File: src/rtl/hc_csr_bank.sv
// MMIO control/status register bank for HardCloud AFUs: DSM base, control FSM,
// and NUM_BUFFERS buffer descriptors with read-back, locking and legality checks.
module hc_csr_bank #(
  parameter int unsigned NUM_BUFFERS   = 2,
  parameter logic [15:0] DSM_ADDR      = 16'h110,
  parameter logic [15:0] CONTROL_ADDR  = 16'h118,
  parameter logic [15:0] STATUS_ADDR   = 16'h100,
  parameter logic [15:0] BUF_BASE_ADDR = 16'h120
) (
  input  logic                      clk,
  input  logic                      reset_n,
  input  logic                      mmio_wr_valid,
  input  logic                      mmio_rd_valid,
  input  logic [15:0]               mmio_addr,
  input  logic [8:0]                mmio_tid,
  input  logic [63:0]               mmio_wdata,
  output logic                      mmio_rsp_valid,
  output logic [8:0]                mmio_rsp_tid,
  output logic [63:0]               mmio_rsp_data,
  output logic [63:0]               dsm_base,
  output logic [64*NUM_BUFFERS-1:0] buf_addr,
  output logic [32*NUM_BUFFERS-1:0] buf_size,
  output logic [NUM_BUFFERS-1:0]    buf_valid,
  input  logic                      core_done,
  output logic                      core_rst_n,
  output logic                      core_run,
  output logic                      core_start,
  output logic [1:0]                state,
  output logic                      err
);

  typedef enum logic [1:0] {
    S_RESET = 2'd0,
    S_IDLE  = 2'd1,
    S_RUN   = 2'd2,
    S_STOP  = 2'd3
  } state_e;

  localparam logic [31:0] CMD_ASSERT_RST   = 32'h0;
  localparam logic [31:0] CMD_DEASSERT_RST = 32'h1;
  localparam logic [31:0] CMD_START        = 32'h3;
  localparam logic [31:0] CMD_STOP         = 32'h7;

  localparam logic [17:0] DSM_B     = 18'(DSM_ADDR);
  localparam logic [17:0] CTRL_B    = 18'(CONTROL_ADDR);
  localparam logic [17:0] STATUS_B  = 18'(STATUS_ADDR);
  localparam logic [17:0] BUF_B     = 18'(BUF_BASE_ADDR);
  localparam logic [17:0] BUF_END_B = 18'(BUF_BASE_ADDR + 16 * NUM_BUFFERS);

  state_e      state_q, state_d;
  logic        err_q, err_d;
  logic        done_q, done_d;
  logic        start_q, start_d;
  logic [63:0] dsm_q, dsm_d;
  logic [31:0] ctrl_q, ctrl_d;
  logic [63:0] addr_q [NUM_BUFFERS];
  logic [63:0] addr_d [NUM_BUFFERS];
  logic [31:0] size_q [NUM_BUFFERS];
  logic [31:0] size_d [NUM_BUFFERS];
  logic        rspValid_q;
  logic [8:0]  rspTid_q;
  logic [63:0] rspData_q;

  logic [17:0]            byteOff;
  logic [13:0]            bufIdx;
  logic                   aligned;
  logic                   hitDsm, hitCtrl, hitStatus, hitBuf;
  logic                   ctrlAssert;
  logic [NUM_BUFFERS-1:0] bufValid;
  logic [63:0]            statusWord;
  logic [63:0]            rdData;

  assign byteOff    = {mmio_addr, 2'b00};
  assign bufIdx     = 14'((byteOff - BUF_B) >> 4);
  assign aligned    = ~mmio_addr[0];
  assign hitDsm     = aligned && (byteOff == DSM_B);
  assign hitCtrl    = aligned && (byteOff == CTRL_B);
  assign hitStatus  = aligned && (byteOff == STATUS_B);
  assign hitBuf     = aligned && (byteOff >= BUF_B) && (byteOff < BUF_END_B);
  assign ctrlAssert = mmio_wr_valid && hitCtrl && (mmio_wdata[31:0] == CMD_ASSERT_RST);

  for (genvar g = 0; g < NUM_BUFFERS; g++) begin : gBuf
    assign bufValid[g]           = (addr_q[g] != 64'h0) && (size_q[g] != 32'h0);
    assign buf_addr[64*g +: 64]  = addr_q[g];
    assign buf_size[32*g +: 32]  = size_q[g];
  end

  assign statusWord = {32'h0, 16'(bufValid), 8'(NUM_BUFFERS), 4'h0, done_q, err_q, state_q};

  // Write decode, control FSM and completion handling; an ASSERT_RST write beats core_done.
  always_comb begin
    state_d = state_q;
    err_d   = err_q;
    done_d  = done_q;
    dsm_d   = dsm_q;
    ctrl_d  = ctrl_q;
    addr_d  = addr_q;
    size_d  = size_q;

    if (mmio_wr_valid) begin
      if (hitDsm) begin
        if (state_q == S_RUN) err_d = 1'b1;
        else                  dsm_d = {mmio_wdata[63:6], 6'b0};
      end

      if (hitCtrl) begin
        ctrl_d = mmio_wdata[31:0];
        case (mmio_wdata[31:0])
          CMD_ASSERT_RST: begin
            state_d = S_RESET;
            err_d   = 1'b0;
            done_d  = 1'b0;
          end
          CMD_DEASSERT_RST: begin
            if (state_q == S_RESET || state_q == S_STOP) state_d = S_IDLE;
            else                                         err_d   = 1'b1;
          end
          CMD_START: begin
            if (state_q == S_IDLE) state_d = S_RUN;
            else                   err_d   = 1'b1;
          end
          CMD_STOP: begin
            if (state_q == S_RUN) state_d = S_STOP;
            else                  err_d   = 1'b1;
          end
          default: err_d = 1'b1;
        endcase
      end

      if (hitBuf) begin
        if (state_q == S_RUN) begin
          err_d = 1'b1;
        end else begin
          for (int i = 0; i < int'(NUM_BUFFERS); i++) begin
            if (bufIdx == 14'(i)) begin
              if (byteOff[3]) size_d[i] = mmio_wdata[31:0];
              else            addr_d[i] = {mmio_wdata[63:6], 6'b0};
            end
          end
        end
      end
    end

    if (core_done && state_q == S_RUN && !ctrlAssert) begin
      state_d = S_STOP;
      done_d  = 1'b1;
    end
  end

  assign start_d = (state_d == S_RUN) && (state_q != S_RUN);

  // Read mux sees only registered values, so a same-cycle write is not visible.
  always_comb begin
    rdData = 64'h0;
    if (hitStatus) begin
      rdData = statusWord;
    end else if (hitDsm) begin
      rdData = dsm_q;
    end else if (hitCtrl) begin
      rdData = {32'h0, ctrl_q};
    end else if (hitBuf) begin
      for (int i = 0; i < int'(NUM_BUFFERS); i++) begin
        if (bufIdx == 14'(i)) rdData = byteOff[3] ? {32'h0, size_q[i]} : addr_q[i];
      end
    end
  end

  always_ff @(posedge clk) begin
    if (!reset_n) begin
      state_q    <= S_RESET;
      err_q      <= 1'b0;
      done_q     <= 1'b0;
      start_q    <= 1'b0;
      dsm_q      <= 64'h0;
      ctrl_q     <= 32'h0;
      rspValid_q <= 1'b0;
      rspTid_q   <= 9'h0;
      rspData_q  <= 64'h0;
      for (int i = 0; i < int'(NUM_BUFFERS); i++) begin
        addr_q[i] <= 64'h0;
        size_q[i] <= 32'h0;
      end
    end else begin
      state_q    <= state_d;
      err_q      <= err_d;
      done_q     <= done_d;
      start_q    <= start_d;
      dsm_q      <= dsm_d;
      ctrl_q     <= ctrl_d;
      addr_q     <= addr_d;
      size_q     <= size_d;
      rspValid_q <= mmio_rd_valid;
      if (mmio_rd_valid) begin
        rspTid_q  <= mmio_tid;
        rspData_q <= rdData;
      end
    end
  end

  assign mmio_rsp_valid = rspValid_q;
  assign mmio_rsp_tid   = rspTid_q;
  assign mmio_rsp_data  = rspData_q;
  assign dsm_base       = dsm_q;
  assign buf_valid      = bufValid;
  assign core_rst_n     = (state_q != S_RESET);
  assign core_run       = (state_q == S_RUN);
  assign core_start     = start_q;
  assign state          = state_q;
  assign err            = err_q;

endmodule
File: config.mk
export PLATFORM = sky130hd
export DESIGN_NAME = hc_csr_bank
export DESIGN_NICKNAME = d
export VERILOG_FILES = /design/src/rtl/hc_csr_bank.sv
export SDC_FILE = /design/constraint.sdc
export NUM_CORES = 1
export LEC_CHECK = 0
export ABC_AREA = 1
export CAP_MARGIN = 40
export CORE_MARGIN = 10
export CORE_UTILIZATION = 58
export CTS_CLUSTER_DIAMETER = 120
export CTS_CLUSTER_SIZE = 25
export DETAILED_ROUTE_END_ITERATION = 12
export DONT_BUFFER_PORTS = 1
export GPL_TIMING_DRIVEN = 0
export MAX_ROUTING_LAYER = met4
export PLACE_DENSITY = 0.75
export SYNTH_ARGS = -nofsm -noshare
export SYNTH_HDL_FRONTEND = slang
export SYNTH_SLANG_ARGS = --single-unit
File: constraint.sdc
create_clock -name clk -period 2.45 [get_ports clk]
set_input_delay 0.49 -clock clk [delete_from_list [all_inputs] [get_ports clk]]
set_output_delay 0.49 -clock clk [all_outputs]
set_load 0.05 [all_outputs]
==> impl_metrics.json <==
{
  "routabilityCongestion": 0.979,
  "power-per-cell-area_nw_per_um2": 532,
  "cp_cell_sequence": "nor4_2 > nand4_1 > nor2_1 > nand2_1 > and2_4",
  "clockBufferDepth": 3,
  "cap_violations": 0,
  "path_class": "reg2out",
  "ir_worst_vdd_uv": 603,
  "synth_xor_area_share_pct": 0.0552,
  "synth_adder_area_share_pct": 0.631,
  "worst_pin_slew_ns": 0.976,
  "preCtsSetupSlack_ns": -1.10,
  "power_switching_mw": 2.44,
  "synth_edf_count": 0,
  "nets": 2421,
  "layout_setup_ws_ns": -0.182,
  "initial_core_util_pct": 58.9,
  "clock_power_share_pct": 33.8,
  "grt_usage_pct": 38.0,
  "synth_largest_area_cell": "dfxtp_1",
  "cp-end-kind": "output port",
  "violations": "negative setup slack",
  "cts_buffers": 17,
  "antenna_found_initial": 1,
  "grt_max_degree": 26,
  "layout-drive-gt1-share_pct": 15.1,
  "yosys.area.top_type_share_pct": 44.0,
  "drc_errors": 0,
  "setup_violations": 2,
  "cp_slowest_cell": "dfxtp_1",
  "power.internal_mw": 7.04,
  "synthSimpleGateAreaFrac_pct": 19.3,
  "ys_seq_elements": 349,
  "finClkSkew_ns": 0.0164,
  "vias_per_cell": 6.38,
  "synth_most_common_cell": "nand2_1",
  "clock-root-buffer": "clkbuf_16",
  "power.share.sequential_pct": 60.2,
  "grt_pass1_wl_mm": 97.8,
  "routedWlPerCell_um": 25.4,
  "post-route-min-period_ns": 2.63,
  "core_area_um2": 27000,
  "wl_mm": 67.5,
  "worst-path-max-fanout": 4,
  "slew_headroom_pct": 34.9,
  "ys_seq_area_share_pct": 44.0,
  "h-tree-depth": 1,
  "cp_slowest_stage_delay_ns": 0.53,
  "clk_pin_slew_ns": 0.10,
  "synth_warnings": 0,
  "dr_total_vias": 17000,
  "fillerInstances": 2401,
  "synth_area_leaders": "dfxtp_1, o21ai_0, a21oi_1",
  "syn_area_per_cell_um2": 7.03,
  "core.rowCount": 60,
  "ys.flop_type": "dfxtp_1",
  "synth_compound_area_share_pct": 26.4,
  "drtIter0Drc": 2159,
  "dpl_cell_area_um2": 16500,
  "synthToLayoutAreaGrowth_pct": 12.3,
  "synth_cell_types": 37,
  "fin_crit_sh_pct": 107,
  "status": "complete, but fails checks",
  "worstSetupStartpointType": "register",
  "synth_cells": 2258,
  "holdCritPathClass": "in2reg",
  "fmax_ghz": 0.380,
  "postRouteAntennaNets": 0,
  "grt_pass1_vias": 15500,
  "rsz0062_at_grt": "true",
  "swShare_pct": 25.7,
  "dp_hpwl_mm": 51.9,
  "die_area_um2": 34400,
  "overflow": 0,
  "portBuffers": 0,
  "cts.sinks": 349,
  "synth.cell_area_um2": 15900,
  "netlist_top_cells_count": "nand2_1, o21ai_0, a21oi_1, dfxtp_1, inv_1",
  "critical_path_arrival_ns": 2.14,
  "clock_latency_ns": 0.54,
  "cellLeakagePower_nw": 7.33,
  "ys_async_sr_fraction_pct": 0,
  "die_h_um": 185,
  "required_ns": 1.96,
  "synthMuxAreaShare_pct": 0,
  "num_io_pins": 432,
  "synth_top_family_by_area": "compound AO/OA/AOI/OAI gates",
  "finalHoldViolCount": 0,
  "dr.pass1.iters": 6,
  "die_x_um": 185,
  "cts_tree": "yes",
  "final_area_um2": 17800,
  "combPwrFrac_pct": 6.1,
  "drv_slew": 0
}
==> metal layers <==
layer,track usage [%],wire length [um],up-vias
met4,15.2,3300,0
met2,58.7,30200,1186
met1,43.9,23900,7973
met3,14.1,10200,195
li1,-,-,7630
met5,-,0,-
==> path summary, 6_finish.rpt <==
path	start	end	slack, ns	cells after the start
worst max-delay path	buf_addr[79]	buf_valid[1]	-0.18	5
worst min-delay path	mmio_rd_valid	mmio_rsp_valid	0.08	2
worst max register to register	state[0]	dsm_base[32]	0.07	11
worst min register to register	ctrl_q[0]	ctrl_q[0]	0.47	2
==> registers in the layout, summed over array words and instances (netlist names), 2 cells and up <==
register / flops
buf_size: 64
buf_addr: 116
state: 2
mmio_rsp_tid: 9
ctrl_q: 32
dsm_base: 58
mmio_rsp_data: 64
==> cell type report <==
type | instances | area, um^2 | share of cell area [%]
Multi-Input combinational cell | 1550 | 7830 | 43.9
Sequential cell | 349 | 7240 | 40.6
Buffer | 170 | 856 | 4.80
Inverter | 205 | 777 | 4.36
Clock buffer | 18 | 429 | 2.41
Tap cell | 341 | 427 | 2.39
Timing Repair Buffer | 26 | 259 | 1.45
Clock inverter | 1 | 8.76 | 0.0491
Antenna cell | 2 | 5.00 | 0.0281
==> what timing repair did <==
item	CTS	global route
cloned	0	0
hold buffers	0	0
endpoints found under the setup margin	297	311
gates resized for setup	216	134
setup buffers	8	14
pin swaps	13	16
==> cell families after synthesis <==
kind of cell	count (synthesis)
compound gates	805
xor+xnor	1
fa+ha+maj	8
buf+inv	376
flops	349
other cells	1
simple gates	718
==> cells in the final DEF, fill, tap and decap left out, drive strengths merged <==
cell and count:
a21oi 354, a21o 1, inv 204, nand3b 2
conb 18, o211ai 4, xor2 1, nor2 145
clkbuf 136, buf 78, nor4 46, dfxtp 349
nand2 446, nor3 15, clkinvlp 2, and2 2
o31ai 2, nand4 28, o21bai 24, o221a 1
nand3 33, o21ai 384, or2 1, o221ai 1
ha 8, a21boi 25, a31oi 8, o21a 1
diode 2
==> worst max-delay path, delay by kind of cell, from the launching register on <==
family,cells,cell delay [ns]
flip-flops,1,0.53
AND/OR/NAND/NOR,5,1.07
==> power groups by stage <==
| stage | registers [mW] | logic, mW | clock network [mW] |
|---|---|---|---|
| after floorplan | 5.87 | 0.370 | 0 |
| after global placement | 5.87 | 0.526 | 0 |
| after detailed placement | 5.87 | 0.537 | 0 |
| after CTS | 5.71 | 0.544 | 3.13 |
| after global routing | 5.71 | 0.613 | 3.32 |
| final | 5.71 | 0.574 | 3.20 |
==> through the flow <==
step                      TNS, ns  utilization (%)  hold slack (ns)  power [mW]  instances
after floorplan            -0.530                -            0.425        6.24       2275
after global placement    -265.78             60.8            0.436        6.40       2616
after detailed placement  -241.61             61.1            0.450        6.41       2620
after CTS                  -0.115             64.8           0.0778        9.39       2646
after global routing       -0.339             66.2           0.0878        9.64       2661
final                      -0.239             66.2           0.0804        9.48       2662
(Power assumes the default switching activity.)
